## src/rtl/esm_pkg.sv

```systemverilog
// esm_pkg: shared types and constants for the ESM instruction buffer blocks.
package esm_pkg;

  localparam int ESM_BS     = 16;
  localparam int ESM_REGNUM = 32;

  typedef enum logic [1:0] {
    FREE   = 2'd0,
    WAIT   = 2'd1,
    PEND   = 2'd2,
    ISSUED = 2'd3
  } slot_state_t;

  typedef logic [ESM_BS-1:0] slot_vec_t;

  // Index width for a slot vector of bs entries (at least one bit).
  function automatic int slot_idx_width(input int bs);
    return (bs > 1) ? $clog2(bs) : 1;
  endfunction

endpackage

```

## src/rtl/dep_issue_scheduler_if.sv

```systemverilog
// dep_issue_scheduler_if: alloc / issue / complete handshakes and status of
// the issue scheduler. master = decode/execute side, slave = scheduler.
interface dep_issue_scheduler_if #(
  parameter int BS = esm_pkg::ESM_BS
);
  localparam int IW = esm_pkg::slot_idx_width(BS);

  logic          alloc_valid;
  logic          alloc_ready;
  logic [IW-1:0] alloc_index;
  logic [BS-1:0] alloc_idt;
  logic          issue_valid;
  logic          issue_ready;
  logic [IW-1:0] issue_index;
  logic          complete_valid;
  logic [IW-1:0] complete_index;
  logic [IW:0]   count;
  logic          empty;
  logic          full;
  logic          protocol_err;

  modport master (
    output alloc_valid, alloc_idt, issue_ready, complete_valid, complete_index,
    input  alloc_ready, alloc_index, issue_valid, issue_index, count, empty,
           full, protocol_err
  );

  modport slave (
    input  alloc_valid, alloc_idt, issue_ready, complete_valid, complete_index,
    output alloc_ready, alloc_index, issue_valid, issue_index, count, empty,
           full, protocol_err
  );

endinterface

```

## src/rtl/sched_rr_pick.sv

```systemverilog
// sched_rr_pick: combinational pick of the first requester at or after a
// start pointer, wrapping modulo N (N must be a power of two).
module sched_rr_pick #(
  parameter int N = 16,
  localparam int IW = $clog2(N)
) (
  input  logic [N-1:0]  req,
  input  logic [IW-1:0] start,
  output logic [IW-1:0] grant,
  output logic          any
);

  logic [IW-1:0] idx_s;

  // Scan from the far end back towards start so the nearest requester wins.
  always_comb begin
    grant = {IW{1'b0}};
    idx_s = {IW{1'b0}};
    for (int k = N - 1; k >= 0; k--) begin
      idx_s = start + IW'(k);
      grant = req[idx_s] ? idx_s : grant;
    end
  end

  assign any = |req;

endmodule

```

## src/rtl/dep_issue_scheduler.sv

```systemverilog
// dep_issue_scheduler: owns the instruction-buffer slots, stores each entry's
// dependency row and issues entries whose dependencies have all completed.
// Build option: SCHED_AGE_ORDER_EN selects oldest-first issue via an age
// matrix; without it selection is round-robin from rr_ptr.
module dep_issue_scheduler
  import esm_pkg::*;
#(
  parameter int BS = ESM_BS,
  localparam int IW = $clog2(BS)
) (
  input  logic clk,
  input  logic rst,
  dep_issue_scheduler_if.slave bus
);

  localparam logic [BS-1:0] BIT0 = {{(BS-1){1'b0}}, 1'b1};

  slot_state_t   state_r [BS];
  logic [BS-1:0] dep_r   [BS];
  logic [BS-1:0] row_pend_r;
  logic          wr_pend_r;
  logic [IW-1:0] wr_idx_r;
  logic          issue_valid_r;
  logic [IW-1:0] issue_index_r;
  logic [IW:0]   count_r;
  logic          empty_r;
  logic          full_r;
  logic          perr_r;

  logic [BS-1:0] free_s;
  logic [BS-1:0] occ_s;
  logic [BS-1:0] cand_s;
  logic [BS-1:0] comp_bit_s;
  logic [BS-1:0] clr_col_s;
  logic [BS-1:0] row_val_s;
  logic [BS-1:0] row_set_s;
  logic [BS-1:0] row_clr_s;
  logic [BS-1:0] pick_req_s;
  logic [IW-1:0] alloc_index_s;
  logic [IW-1:0] pick_start_s;
  logic [IW-1:0] pick_idx_s;
  logic          pick_any_s;
  logic          alloc_ready_s;
  logic          alloc_hs_s;
  logic          issue_hs_s;
  logic          load_s;
  logic          complete_ok_s;
  logic          complete_bad_s;
  logic [IW:0]   count_nxt_s;

  // Per-slot occupancy and issue candidacy; a column completing this cycle
  // already counts as cleared so the dependant can load on this edge.
  always_comb begin
    free_s = {BS{1'b0}};
    cand_s = {BS{1'b0}};
    for (int i = 0; i < BS; i++) begin
      free_s[i] = (state_r[i] == FREE);
      cand_s[i] = (state_r[i] == WAIT) && ((dep_r[i] & ~clr_col_s) == {BS{1'b0}})
                  && !row_pend_r[i];
    end
  end

  // Lowest-numbered free slot is offered for allocation.
  always_comb begin
    alloc_index_s = {IW{1'b0}};
    for (int i = BS - 1; i >= 0; i--) begin
      alloc_index_s = free_s[i] ? IW'(i) : alloc_index_s;
    end
  end

  assign occ_s          = ~free_s;
  assign alloc_ready_s  = |free_s;
  assign alloc_hs_s     = bus.alloc_valid & alloc_ready_s;
  assign issue_hs_s     = issue_valid_r & bus.issue_ready;
  assign load_s         = ~issue_valid_r | bus.issue_ready;
  assign comp_bit_s     = bus.complete_valid ? (BIT0 << bus.complete_index) : {BS{1'b0}};
  assign complete_ok_s  = bus.complete_valid && (state_r[bus.complete_index] == ISSUED);
  assign complete_bad_s = bus.complete_valid && !complete_ok_s;
  assign clr_col_s      = complete_ok_s ? comp_bit_s : {BS{1'b0}};
  // Stale table bits for free, self or just-completing slots are dropped.
  assign row_val_s      = bus.alloc_idt & occ_s & ~(BIT0 << wr_idx_r) & ~comp_bit_s;
  assign row_set_s      = alloc_hs_s ? (BIT0 << alloc_index_s) : {BS{1'b0}};
  assign row_clr_s      = wr_pend_r ? (BIT0 << wr_idx_r) : {BS{1'b0}};
  assign count_nxt_s    = count_r + {{IW{1'b0}}, alloc_hs_s} - {{IW{1'b0}}, complete_ok_s};

`ifdef SCHED_AGE_ORDER_EN
  logic [BS-1:0] older_r [BS];
  logic [BS-1:0] oldest_s;

  // Keep only candidates that no other candidate is older than.
  always_comb begin
    oldest_s = cand_s;
    for (int i = 0; i < BS; i++) begin
      for (int j = 0; j < BS; j++) begin
        if (cand_s[j] && older_r[j][i]) begin
          oldest_s[i] = 1'b0;
        end else begin
          oldest_s[i] = oldest_s[i];
        end
      end
    end
  end

  assign pick_req_s   = oldest_s;
  assign pick_start_s = {IW{1'b0}};

  // Age matrix: a new entry is younger than every slot occupied when it arrives.
  always_ff @(posedge clk or posedge rst) begin
    if (rst) begin
      for (int i = 0; i < BS; i++) older_r[i] <= {BS{1'b0}};
    end else if (alloc_hs_s) begin
      for (int j = 0; j < BS; j++) begin
        if (IW'(j) == alloc_index_s) older_r[j] <= {BS{1'b0}};
        else older_r[j][alloc_index_s] <= occ_s[j];
      end
    end
  end
`else
  logic [IW-1:0] rr_ptr_r;

  assign pick_req_s = cand_s;
  // Forward the pointer update so a reload right after a handshake already
  // starts past the entry just accepted.
  assign pick_start_s = issue_hs_s ? (issue_index_r + IW'(1)) : rr_ptr_r;

  // Round-robin pointer follows the last accepted issue.
  always_ff @(posedge clk or posedge rst) begin
    if (rst) rr_ptr_r <= {IW{1'b0}};
    else if (issue_hs_s) rr_ptr_r <= issue_index_r + IW'(1);
  end
`endif

  sched_rr_pick #(.N(BS)) u_pick (
    .req   (pick_req_s),
    .start (pick_start_s),
    .grant (pick_idx_s),
    .any   (pick_any_s)
  );

  // Slot lifecycle; alloc, load, handshake and completion touch distinct slots.
  always_ff @(posedge clk or posedge rst) begin
    if (rst) begin
      for (int i = 0; i < BS; i++) state_r[i] <= FREE;
    end else begin
      if (alloc_hs_s)           state_r[alloc_index_s]      <= WAIT;
      if (load_s && pick_any_s) state_r[pick_idx_s]         <= PEND;
      if (issue_hs_s)           state_r[issue_index_r]      <= ISSUED;
      if (complete_ok_s)        state_r[bus.complete_index] <= FREE;
    end
  end

  // Track the slot whose dependency row arrives one cycle after allocation.
  always_ff @(posedge clk or posedge rst) begin
    if (rst) begin
      wr_pend_r  <= 1'b0;
      wr_idx_r   <= {IW{1'b0}};
      row_pend_r <= {BS{1'b0}};
    end else begin
      wr_pend_r  <= alloc_hs_s;
      wr_idx_r   <= alloc_index_s;
      row_pend_r <= (row_pend_r & ~row_clr_s) | row_set_s;
    end
  end

  // Dependency rows: write the arriving row, clear the completed column elsewhere.
  always_ff @(posedge clk or posedge rst) begin
    if (rst) begin
      for (int i = 0; i < BS; i++) dep_r[i] <= {BS{1'b0}};
    end else begin
      for (int i = 0; i < BS; i++) begin
        if (wr_pend_r && (wr_idx_r == IW'(i))) dep_r[i] <= row_val_s;
        else dep_r[i] <= dep_r[i] & ~clr_col_s;
      end
    end
  end

  // Issue register: reload whenever empty or being accepted; hold under backpressure.
  always_ff @(posedge clk or posedge rst) begin
    if (rst) begin
      issue_valid_r <= 1'b0;
      issue_index_r <= {IW{1'b0}};
    end else if (load_s) begin
      issue_valid_r <= pick_any_s;
      if (pick_any_s) issue_index_r <= pick_idx_s;
    end
  end

  // Occupancy counter and registered empty/full flags.
  always_ff @(posedge clk or posedge rst) begin
    if (rst) begin
      count_r <= {(IW+1){1'b0}};
      empty_r <= 1'b1;
      full_r  <= 1'b0;
    end else begin
      count_r <= count_nxt_s;
      empty_r <= (count_nxt_s == {(IW+1){1'b0}});
      full_r  <= (count_nxt_s == (IW+1)'(BS));
    end
  end

  // Sticky protocol error on completion of a slot that was not issued.
  always_ff @(posedge clk or posedge rst) begin
    if (rst) perr_r <= 1'b0;
    else if (complete_bad_s) perr_r <= 1'b1;
  end

  assign bus.alloc_ready  = alloc_ready_s;
  assign bus.alloc_index  = alloc_index_s;
  assign bus.issue_valid  = issue_valid_r;
  assign bus.issue_index  = issue_index_r;
  assign bus.count        = count_r;
  assign bus.empty        = empty_r;
  assign bus.full         = full_r;
  assign bus.protocol_err = perr_r;

endmodule

```

## src/flat_wrapper.sv

```systemverilog
// flat-port wrapper written by rule: the top's interface ports become plain ports
module dep_issue_scheduler_flat import esm_pkg::*;
#(
  parameter int BS = ESM_BS,
  localparam int IW = $clog2(BS)
)
  (clk, rst, bus_alloc_valid, bus_alloc_idt, bus_issue_ready, bus_complete_valid, bus_complete_index, bus_alloc_ready, bus_alloc_index, bus_issue_valid, bus_issue_index, bus_count, bus_empty, bus_full, bus_protocol_err);
  dep_issue_scheduler_if #(.BS(BS)) bus_i ();
  input  logic clk;
  input  logic rst;
  input wire logic [$bits(bus_i.alloc_valid)-1:0] bus_alloc_valid;
  input wire logic [$bits(bus_i.alloc_idt)-1:0] bus_alloc_idt;
  input wire logic [$bits(bus_i.issue_ready)-1:0] bus_issue_ready;
  input wire logic [$bits(bus_i.complete_valid)-1:0] bus_complete_valid;
  input wire logic [$bits(bus_i.complete_index)-1:0] bus_complete_index;
  output wire logic [$bits(bus_i.alloc_ready)-1:0] bus_alloc_ready;
  output wire logic [$bits(bus_i.alloc_index)-1:0] bus_alloc_index;
  output wire logic [$bits(bus_i.issue_valid)-1:0] bus_issue_valid;
  output wire logic [$bits(bus_i.issue_index)-1:0] bus_issue_index;
  output wire logic [$bits(bus_i.count)-1:0] bus_count;
  output wire logic [$bits(bus_i.empty)-1:0] bus_empty;
  output wire logic [$bits(bus_i.full)-1:0] bus_full;
  output wire logic [$bits(bus_i.protocol_err)-1:0] bus_protocol_err;
  assign bus_i.alloc_valid = bus_alloc_valid;
  assign bus_i.alloc_idt = bus_alloc_idt;
  assign bus_i.issue_ready = bus_issue_ready;
  assign bus_i.complete_valid = bus_complete_valid;
  assign bus_i.complete_index = bus_complete_index;
  assign bus_alloc_ready = bus_i.alloc_ready;
  assign bus_alloc_index = bus_i.alloc_index;
  assign bus_issue_valid = bus_i.issue_valid;
  assign bus_issue_index = bus_i.issue_index;
  assign bus_count = bus_i.count;
  assign bus_empty = bus_i.empty;
  assign bus_full = bus_i.full;
  assign bus_protocol_err = bus_i.protocol_err;
  dep_issue_scheduler #(.BS(BS)) u_core (.clk(clk), .rst(rst), .bus(bus_i));
endmodule
```

## config.mk

```make
export PLATFORM = sky130hd
export DESIGN_NAME = dep_issue_scheduler_flat
export DESIGN_NICKNAME = d
export VERILOG_FILES = /design/src/rtl/esm_pkg.sv /design/src/rtl/dep_issue_scheduler_if.sv /design/src/rtl/sched_rr_pick.sv /design/src/rtl/dep_issue_scheduler.sv /design/src/flat_wrapper.sv
export SDC_FILE = /design/constraint.sdc
export NUM_CORES = 1
export LEC_CHECK = 0
export CAP_MARGIN = 20
export CORE_MARGIN = 2
export CORE_UTILIZATION = 30
export CTS_CLUSTER_SIZE = 30
export DETAILED_ROUTE_END_ITERATION = 12
export DONT_BUFFER_PORTS = 1
export SETUP_SLACK_MARGIN = 0.15
export SLEW_MARGIN = 20
export SYNTH_ARGS = -nofsm -noshare
export SYNTH_HDL_FRONTEND = slang
export SYNTH_HIERARCHICAL = 1
export SYNTH_SLANG_ARGS = --single-unit
```

## constraint.sdc

```tcl
create_clock -name clk -period 16 [get_ports clk]
set_input_delay 3.2 -clock clk [delete_from_list [all_inputs] [get_ports clk]]
set_output_delay 3.2 -clock clk [all_outputs]
set_load 0.01 [all_outputs]
```

==> run_results.csv, run 1 <==
group,metric,value,unit
status,status,"finished, final reports clean",
worst_hold_path,hold_start,"u_core/row_pend_r[8]$_DFF_PP0_",
global_route,number_of_global_route_vias_before_repair,14917,
drt,vias_per_cell,5.732,
layout,area_growth,12.21,%
logic_synthesis,synth.distinct_cells,82,
placed_design,place.port_buffers,0,
clocking,cts_repair_resize_count,0,
logic_synthesis,synth.net_count,2046,
worst_setup_path,worstSetupEndpointType,"flip-flop",
global_route,grt_start_max_net_pins,168,
power_and_ir_drop,p_leak,8.517,nW
worst_setup_path,worst_ep_arrival_time,9620,ps
worst_setup_path,crit_path_start,"bus_complete_index[2]",
clocking,cts_buffer_depth,3,
timing,worst_slack,6794,ps
layout,final.fill_count,5950,
drt,number_of_remaining_drc_errors,0,
logic_synthesis,synthesis.area,0.01758,mm²
timing,final.min_clock_period,9206,ps
logic_synthesis,synthesis.yosys.warnings,6,
drt,route.detailed.wl_per_inst,23.59,µm
global_route,track_usage,0.2133,
worst_setup_path,path_class,"in -> reg",
floorplanning,die_x,246.1,µm
floorplanning,std_cell_rows,88,
floorplanning,floorplan.core_area,0.05781,mm²
global_route,global_route_met2_usage,0.3280,
clocking,clock_insertion_delay_worst_skew,550,ps
drt,drtIter0Drc,1701,
worst_setup_path,worstPathMaxFanout,22,
worst_hold_path,worstHoldPathType,"reg -> reg",
run,timing.max_cap.violations,0,
power_and_ir_drop,vdd_ir_drop_max,0.1005,mV
drt,route.final.wire_length,64860,µm
drt,first_pass_iters,7,
clocking,root_buf_cell,"clkbuf_16",
logic_synthesis,ys_top_cells_by_area,"dfrtp_1 46%, nand2_1 10%, o21ai_0 6.9%",
worst_setup_path,cp_data_required_time,16410,ps
timing,fin_tns_setup,0,ps
global_route,globalRoute.busiestLayer,"met2",
timing,hold_violation_count_in_the_final_report,0,
clocking,cts_inserted_buffers,37,
timing,report.final.slew_viol_count,0,
logic_synthesis,synth_seq_cells,326,
global_route,use_met1,0.2848,
logic_synthesis,synth_top_flop_cell,"dfrtp_1",
global_route,globalRouteMet3Util,0.03943,
logic_synthesis,async_s_r_ff_share_synth,1.000,
worst_setup_path,crit_path_start_kind,"input pin",
clocking,cts_max_level,2,
placed_design,pre_cts_ws,6396,ps
clocking,worst_setup_hold_path_clk_slew,60,ps
global_route,grt_first_pass_wirelength,97000,µm
logic_synthesis,yosys.area.top_type_share,0.4626,
logic_synthesis,synth_area_per_inst,8.773,µm²
timing,clock.fmax,108.6,MHz
floorplanning,boundaryPins,43,
layout,fraction_of_final_layout_cells_with_drive_strength_greater_than_1,0.1095,
clocking,cts_post_setup_buffers_inserted,0,
floorplanning,floorplan.die.height,246.1,µm
logic_synthesis,synth_top_area_cell,"dfrtp_1",
drt,dr_total_vias,15756,
floorplanning,initial_core_util,0.3042,
clocking,cts.hold.buffers_added,0,
global_route,antenna_found_initial,4,
drt,route.antenna.remaining_nets,0,
clocking,clock_sink_count,326,
logic_synthesis,synth_edf_count,0,
logic_synthesis,synth_seq_area_share,0.4641,
clocking,tritoncts,"built",
timing,final_min_period_over_clock_period,0.5754,
worst_setup_path,worst_r2r_startpoint,"u_core/bus.issue_index[0]$_DFFE_PP0P_",
power_and_ir_drop,p_per_area,204.8,mW/mm²
layout,layout.nets,1999,
floorplanning,die_area,0.06056,mm²
timing,worstMarginPinSlew,1071,ps
logic_synthesis,synth_cells,2004,
placed_design,gpl.final_weighted_congestion,0.9441,
timing,setup_viol,0,
timing,fin_worst_skew,26.26,ps
timing,slew_headroom,0.2832,
timing,grt_setup_unrepaired,"false",
global_route,grt.overflow.total,0,
layout,utilization,0.3413,
placed_design,dpl.hpwl,43490,µm
timing,hold_ws,485.2,ps
## layer usage
layer  share of wire  vias up
met4           0.057        0
met3           0.084      190
li1                -     7010
met1            0.41     7805
met5               0        -
met2            0.44      751
## cells in the final DEF (no fill, tap or decap), types with 27 or more instances in the layout
master     synthesis  final
nor2_1           108     96
dfrtp_1          325    325
clkbuf_16          0     38
nand3_1          128    128
a21oi_1           69     68
mux4_2            27     27
buf_4              3     45
mux2i_1           32     32
o21ai_0          243    240
nand4_1           52     52
nand2_1          485    485
## synthesized netlist by cell type, drive strengths merged, types with 5 or more instances
master,number
o21ai,248
mux2,20
nand4,52
clkbuf,90
nand2b,12
dfrtp,325
nand2,486
xnor2,11
o22ai,11
a31oi,15
nor4,8
o211ai,8
a221oi,11
or3,18
o31ai,7
a22oi,17
nor3,12
mux2i,33
ha,16
o221ai,6
o2111ai,5
and2,15
a21boi,19
nor2b,9
and3b,8
a2111oi,16
a21oi,69
nand3b,15
nand3,129
inv,27
and3,13
o21bai,16
nor2,109
mux4,29
or2,16
o31a,5
a21o,8
buf,42
## stage by stage
| step | instances | area, µm² | power [W] |
|---|---|---|---|
| global route | 2748 | 19730 | 0.004270 |
| detailed placement | 2683 | 18450 | 0.003135 |
| finish | 2749 | 19730 | 0.004040 |
| global placement | 2682 | 18440 | 0.003104 |
| floorplan | 2004 | 17580 | 0.002538 |
| CTS | 2747 | 19690 | 0.004007 |
## where the power goes
group / switching [W] / internal (W) / leakage [nW]
clock network: 0.000351 / 0.000513 / 0.616
logic: 0.00120 / 0.000614 / 3.67
registers: 0.000219 / 0.00114 / 4.23
total: 0.00177 / 0.00227 / 8.52
## final timing paths
kind | to | slack (ps) | cells after the start
max | u_core/state_r[28]$_DFF_PP0_ | 6790 | 17
max reg2reg | u_core/state_r[28]$_DFF_PP0_ | 9030 | 16
min in group asynchronous | u_core/bus.issue_index[3]$_DFFE_PP0P_ | 2590 | 1
min reg2reg | u_core/row_pend_r[8]$_DFF_PP0_ | 490 | 2
min | u_core/row_pend_r[8]$_DFF_PP0_ | 490 | 2
max in group asynchronous | u_core/dep_r[17]$_DFF_PP0_ | 11890 | 2
## layout make-up
class                      count  area (µm²)  share of cell area
clock inverter                 7       90.09            0.004566
antenna                        2       5.005           0.0002537
sequential                   326        8159              0.4136
clock buffer                  57        1152             0.05841
inverter                      30       120.1            0.006088
multi-input combinational   1516        8887              0.4505
tap                          765       957.2             0.04852
timing repair buffer          46       357.8             0.01814
## cells by family after synthesis
logic type | Yosys count | synth area share
and+or+nand+nor | 915 | 0.2370
AOI/OAI and AO/OA | 488 | 0.1697
DFF | 326 | 0.4641
buffers and inverters | 162 | 0.03957
muxes | 82 | 0.06939
adders and majority gates | 17 | 0.01252
xor gates and xnor gates | 14 | 0.007829
## state kept, by name (all words and copies together), names as in the netlist
signal,count
u_core/bus.empty,1
u_core/rr_ptr_r,4
u_core/bus.issue_index,4
u_core/bus.count,5
u_core/dep_r,256
u_core/wr_idx_r,4
u_core/state_r,32
u_core/bus.protocol_err,1
u_core/bus.full,1
u_core/row_pend_r,16
u_core/bus.issue_valid,1
u_core/wr_pend_r,1
## critical path: stages
cell       delay [ps]
nor2b_1           720
nand3b_2          580
buf_4             420
a22oi_1           280
nand4_1           140
a2111oi_1         850
mux4_2            470
inv_1              60
mux4_2            560
nor3_1            220
a221oi_1           70
a41o_1            230
a31oi_1           720
nand2b_1          300
or4_1             540
o21ai_0           110
a21boi_0          110
(Power assumes the default switching activity.)
==> run 2: changes to the inputs <==
==> constraint.sdc (replaced) <==
create_clock -name clk -period 9.45 [get_ports clk]
set_input_delay 1.89 -clock clk [delete_from_list [all_inputs] [get_ports clk]]
set_output_delay 1.89 -clock clk [all_outputs]
set_load 0.01 [all_outputs]
==> run 2 against run 1 <==
- hold slack got worse by 3.9 ps
- clock power increased by 68%
- first-iteration DRC count increased by 7.1%
- worst setup slack got worse by 5200 ps
- count of clock-buffer cells in the layout decreased by 4
- sequential power increased by 70%
- wire length increased by 0.16%
- combinational power increased by 69%
- sequential share of layout area decreased by 0.15 points
- largest cell class unchanged
==> run_results.csv, run 2 (synthesis gave the netlist of run 1 again) <==
group,metric,value,unit
global_route,grt_start_max_net_pins,180,
worst_setup_path,worst_ep_arrival_time,8210,ps
global_route,track_usage,0.2156,
floorplanning,std_cell_rows,88,
worst_setup_path,worstPathMaxFanout,13,
timing,fin_worst_skew,17.30,ps
layout,reg_top3,"u_core/dep_r: 256 flops, u_core/state_r: 32 flops, u_core/row_pend_r: 16 flops",
global_route,grt_first_pass_wirelength,98740,µm
drt,vias_per_cell,5.791,
timing,hold_violation_count_in_the_final_report,0,
layout,layout.nets,2011,
layout,area_growth,12.61,%
clocking,cts_max_level,2,
clocking,cts_post_setup_buffers_inserted,0,
drt,route.final.wire_length,64960,µm
layout,regMostFlops,"u_core/dep_r",
timing,fin_tns_setup,0,ps
status,status,"finished, final reports clean",
global_route,grt.overflow.total,0,
timing,final.min_clock_period,7830,ps
layout,fraction_of_final_layout_cells_with_drive_strength_greater_than_1,0.1131,
timing,grt_setup_unrepaired,"false",
floorplanning,die_area,0.06056,mm²
clocking,cts.hold.buffers_added,0,
drt,route.detailed.wl_per_inst,23.49,µm
timing,worstMarginPinSlew,1091,ps
power_and_ir_drop,pwr-share-clk,0.213,
worst_setup_path,regToRegSetupSlack,2560,ps
timing,clock.fmax,127.7,MHz
power_and_ir_drop,p_leak,8.559,nW
worst_setup_path,setup.worst_path.end,"u_core/state_r[26]$_DFF_PP0_",
layout,utilization,0.3425,
drt,met3RoutedLength,5711,µm
floorplanning,boundaryPins,43,
clocking,clock_sink_count,326,
clocking,tritoncts,"built",
worst_setup_path,cp_data_required_time,9830,ps
worst_setup_path,crit_path_start_kind,"input pin",
clocking,cts_repair_resize_count,0,
timing,hold_ws,481.3,ps
timing,report.final.slew_viol_count,0,
floorplanning,die_x,246.1,µm
worst_setup_path,worst_r2r_startpoint,"u_core/bus.issue_index[0]$_DFFE_PP0P_",
power_and_ir_drop,p_int,0.003812,W
floorplanning,floorplan.core_area,0.05781,mm²
drt,drtIter0Drc,1822,
clocking,cts_inserted_buffers,37,
timing,final_min_period_over_clock_period,0.8286,
power_and_ir_drop,sw_frac_of_total,0.4398,
worst_setup_path,crit_path_start,"bus_complete_index[0]",
clocking,clock_insertion_delay_worst_skew,560,ps
drt,wl_met1,27240,µm
global_route,number_of_global_route_vias_before_repair,15472,
layout,mostFrequentLayoutCells,"485 x nand2_1, 325 x dfrtp_1, 240 x o21ai_0",
floorplanning,initial_core_util,0.3042,
power_and_ir_drop,share_seq_of_total_power,0.339,
drt,wl_met2,28710,µm
worst_setup_path,rr_endpoint,"u_core/state_r[26]$_DFF_PP0_",
clocking,worst_setup_hold_path_clk_slew,60,ps
layout,largest_register_ff_count,256,
placed_design,dpl-instance-area,0.01853,mm²
drt,route.antenna.remaining_nets,0,
power_and_ir_drop,p_per_area,343.7,mW/mm²
power_and_ir_drop,p_switching,0.002993,W
layout,final_cell_area,0.01980,mm²
drt,number_of_remaining_drc_errors,0,
drt,dr_total_vias,16012,
clocking,cts_buffer_depth,3,
timing,slew_headroom,0.2711,
placed_design,place.port_buffers,0,
drt,first_pass_iters,6,
placed_design,dpl.hpwl,44810,µm
layout,final_common_cell,"nand2_1",
floorplanning,floorplan.die.height,246.1,µm
run,timing.max_cap.violations,0,
worst_setup_path,path_class,"in -> reg",
clocking,root_buf_cell,"clkbuf_16",
power_and_ir_drop,vdd_ir_drop_max,0.2139,mV
power_and_ir_drop,power.share.combinational,0.448,
timing,setup_viol,0,
worst_setup_path,worstSetupEndpointType,"flip-flop",
global_route,antenna_found_initial,4,
worst_setup_path,worst_r2r_path_depth,16,
drt,route.top_layer_used,"met4",
placed_design,gpl.final_weighted_congestion,0.9724,
worst_hold_path,worstHoldPathType,"reg -> reg",
-- run 2: how the worst min path moves through the flow --
stage                                    from                             end  slack, ps  cells after the start
2_1_floorplan  u_core/row_pend_r[8]$_DFF_PP0_  u_core/row_pend_r[8]$_DFF_PP0_        450                      2
3_3_place_gp   u_core/row_pend_r[3]$_DFF_PP0_  u_core/row_pend_r[3]$_DFF_PP0_        460                      1
3_5_place_dp   u_core/row_pend_r[5]$_DFF_PP0_  u_core/row_pend_r[5]$_DFF_PP0_        470                      2
4_1_cts        u_core/row_pend_r[5]$_DFF_PP0_  u_core/row_pend_r[5]$_DFF_PP0_        480                      2
5_1_grt           u_core/dep_r[158]$_DFF_PP0_     u_core/dep_r[158]$_DFF_PP0_        510                      2
6_report       u_core/row_pend_r[5]$_DFF_PP0_  u_core/row_pend_r[5]$_DFF_PP0_        480                      2
-- run 2: power by group through the flow --
| stage | combinational [W] | sequential, W | clock (W) |
|---|---|---|---|
| 2_1_floorplan | 0.00211 | 0.00219 | 0 |
| 4_1_cts | 0.00299 | 0.00229 | 0.00147 |
| 6_report | 0.00305 | 0.00231 | 0.00145 |
| 3_3_place_gp | 0.00295 | 0.00230 | 0 |
| 3_5_place_dp | 0.00298 | 0.00231 | 0 |
| 5_1_grt | 0.00332 | 0.00237 | 0.00153 |
-- run 2: cell type report --
class | instances | area [µm²]
multi-input combinational | 1516 | 8874
sequential | 326 | 8159
tap | 765 | 957.2
clock buffer | 53 | 1057
fill | 5912 | 38010
antenna | 2 | 5.005
inverter | 30 | 116.4
clock inverter | 15 | 155.1
timing repair buffer | 58 | 475.5
-- run 2: metrics by stage --
step,total power [W],setup WS [ps],std cells
after CTS,0.006754,1728,2761
final,0.006804,1620,2765
after global placement,0.005248,1351,2692
after global routing,0.007211,1431,2764
after floorplan,0.004298,2475,2004
after detailed placement,0.005293,1185,2693
-- run 2: worst max-delay path, stage by stage --
cell	delay, ps
nor2b_1	620
nand3_1	790
buf_4	420
nor2_1	100
o21bai_1	150
a2111oi_2	900
mux4_1	560
mux4_2	390
clkinv_1	140
a21oi_1	200
o21ai_0	120
a41o_1	250
a31oi_1	660
nand2b_1	250
or4_1	190
o21ai_0	120
a21boi_0	450
-- run 2: per-layer routing --
metal,global-route usage,up-vias
met2,0.3298,827
met4,0.1070,0
met5,0,-
li1,-,7030
met3,0.04183,187
met1,0.2907,7968
==> run 3: changes to the inputs <==
==> constraint.sdc (replaced) <==
create_clock -name clk -period 7.6 [get_ports clk]
set_input_delay 1.52 -clock clk [delete_from_list [all_inputs] [get_ports clk]]
set_output_delay 1.52 -clock clk [all_outputs]
set_load 0.01 [all_outputs]
==> run 3 against run 2 <==
- count of clock-buffer cells in the layout rose by 2
- sequential power rose by 24%
- total power rose by 28%
- largest cell class unchanged
- via count rose by 0.31%
- sequential cell count did not move
- critical path type unchanged
==> run_results.csv, run 3 (synthesis gave the netlist of run 1 again) <==
group,metric,value,unit
status,status,"finished, final reports clean",
placed_design,gpl.final_weighted_congestion,0.9481,
timing,setup_viol,0,
placed_design,dpl.hpwl,44930,µm
global_route,grt_start_max_net_pins,137,
timing,worstMarginPinSlew,1200,ps
layout,final.fill_count,5852,
clocking,tritoncts,"built",
clocking,cts_max_level,2,
global_route,globalRouteMet3Util,0.04782,
worst_setup_path,worst_ep_arrival_time,7300,ps
clocking,worst_setup_hold_path_clk_slew,60,ps
worst_setup_path,path_class,"in -> reg",
timing,clock.fmax,145.5,MHz
floorplanning,std_cell_rows,88,
layout,area_growth,14.13,%
layout,regMostFlops,"u_core/dep_r",
drt,first_pass_iters,6,
clocking,cts_buffer_depth,3,
placed_design,place.port_buffers,0,
worst_hold_path,hold_start,"u_core/row_pend_r[2]$_DFF_PP0_",
clocking,cts.hold.buffers_added,0,
global_route,grt_first_pass_wirelength,97830,µm
global_route,use_met1,0.2878,
floorplanning,initial_core_util,0.3042,
layout,fraction_of_final_layout_cells_with_drive_strength_greater_than_1,0.1204,
clocking,cts_repair_resize_count,0,
worst_setup_path,worstPathMaxFanout,12,
floorplanning,floorplan.core_area,0.05781,mm²
timing,fin_tns_setup,0,ps
worst_setup_path,worst_path_dominant_cell_family,"simple AND/OR/NAND/NOR gates",
global_route,number_of_global_route_vias_before_repair,15431,
drt,route.detailed.wl_per_inst,23.42,µm
worst_setup_path,crit_path_start_kind,"input pin",
worst_setup_path,timing.critical_path.slowest_stage_cell,"a2111oi_2",
drt,number_of_remaining_drc_errors,0,
floorplanning,floorplan.die.height,246.1,µm
layout,reg_top3,"u_core/dep_r: 256 flops, u_core/state_r: 32 flops, u_core/row_pend_r: 16 flops",
drt,route.antenna.remaining_nets,0,
timing,grt_setup_unrepaired,"false",
timing,slew_headroom,0.2001,
global_route,track_usage,0.2145,
global_route,antenna_found_initial,2,
worst_setup_path,worst_r2r_path_depth,19,
worst_setup_path,worstSetupEndpointType,"flip-flop",
drt,dr_total_vias,16061,
timing,worst_slack,727.3,ps
layout,final_common_cell,"nand2_1",
clocking,cts_post_setup_buffers_inserted,0,
timing,final.min_clock_period,6873,ps
clocking,cts_inserted_buffers,38,
worst_hold_path,holdPathEnd,"u_core/row_pend_r[2]$_DFF_PP0_",
power_and_ir_drop,p_leak,8.693,nW
timing,report.final.slew_viol_count,0,
drt,route.final.wire_length,65030,µm
layout,mostFrequentLayoutCells,"485 x nand2_1, 325 x dfrtp_1, 240 x o21ai_0",
worst_setup_path,worst_r2r_startpoint,"u_core/state_r[29]$_DFF_PP0_",
layout,multi_input_area,0.008889,mm²
floorplanning,die_area,0.06056,mm²
timing,hold_violation_count_in_the_final_report,0,
run,timing.max_cap.violations,0,
placed_design,pre_cts_ws,393.4,ps
power_and_ir_drop,vdd_ir_drop_max,0.2827,mV
clocking,clock_sink_count,326,
worst_setup_path,crit_buf_inv,3,
clocking,root_buf_cell,"clkbuf_16",
global_route,globalRoute.busiestLayer,"met2",
drt,drtIter0Drc,1964,
global_route,global_route_met2_usage,0.3257,
timing,hold_ws,477.7,ps
drt,vias_per_cell,5.786,
worst_hold_path,worstHoldPathCells,2,
worst_setup_path,cp_data_required_time,8030,ps
global_route,grt.overflow.total,0,
timing,fin_worst_skew,30.94,ps
floorplanning,die_x,246.1,µm
layout,seqCellArea,0.008159,mm²
worst_setup_path,cp_slowest_stage_delay,850,ps
power_and_ir_drop,p_per_area,435.3,mW/mm²
floorplanning,boundaryPins,43,
worst_setup_path,critical_path.cell_chain,"inv_1 -> nor3_4 -> nand3_2 -> buf_4 -> a21oi_1 -> nand4_1 -> a2111oi_2 -> mux4_2 -> inv_1 -> mux4_2 -> nor3_1 -> a221oi_1 -> a41o_1 -> a31oi_1 -> nand2_1 -> or3_1 -> nor3b_1 -> nand3_1 -> a21boi_0",
clocking,clock_insertion_delay_worst_skew,580,ps
layout,layout.nets,2024,
worst_setup_path,rr_endpoint,"u_core/state_r[8]$_DFF_PP0_",
worst_hold_path,worstHoldPathType,"reg -> reg",
layout,largest_register_ff_count,256,
worst_setup_path,regToRegSetupSlack,1250,ps
timing,final_min_period_over_clock_period,0.9043,
==> run 3: layer usage <==
layer / vias to the layer above / routed length (µm)
met2: 851 / 28750
met1: 7975 / 26910
met5: - / 26
met3: 179 / 6177
li1: 7052 / -
met4: 4 / 3165
==> run 3: stage by stage <==
stage	util	instance area, µm²	instances	power, W
after global placement	0.3230	18670	2704	0.006611
after floorplan	-	17590	2004	0.005344
after detailed placement	0.3238	18720	2707	0.006695
final	0.3471	20070	2776	0.008735
after CTS	0.3468	20050	2775	0.008660
after global routing	0.3471	20060	2775	0.009213
==> run 3: worst max-delay path by stage <==
stage	startpoint	to	slack [ps]	cells after the start
final	bus_complete_valid	u_core/state_r[8]$_DFF_PP0_	730	19
after detailed placement	bus_complete_valid	u_core/state_r[10]$_DFF_PP0_	390	20
after global placement	bus_complete_valid	u_core/state_r[10]$_DFF_PP0_	410	19
after CTS	bus_complete_valid	u_core/state_r[10]$_DFF_PP0_	960	20
after floorplan	bus_issue_ready	u_core/state_r[28]$_DFF_PP0_	1000	20
after global routing	bus_complete_valid	u_core/state_r[8]$_DFF_PP0_	580	19
==> run 3: cell type report <==
cell class / instances / area share
Tap cell: 765 / 0.04770
Clock inverter: 13 / 0.01072
Inverter: 30 / 0.005799
Sequential cell: 326 / 0.4066
Clock buffer: 55 / 0.05556
Timing Repair Buffer: 70 / 0.03055
Antenna cell: 1 / 0.0001247
Multi-Input combinational cell: 1516 / 0.4429
==> run 3: tightest hold or removal path, stage by stage (launching register included) <==
cell     delay (ps)
dfrtp_1         340
nand2_1          50
o31ai_1          60
==> run 3: power breakdown <==
group	switching (W)	internal, W	total, W
Combinational	0.00257	0.00135	0.00392
Sequential	0.000457	0.00241	0.00286
Clock	0.000757	0.00119	0.00195
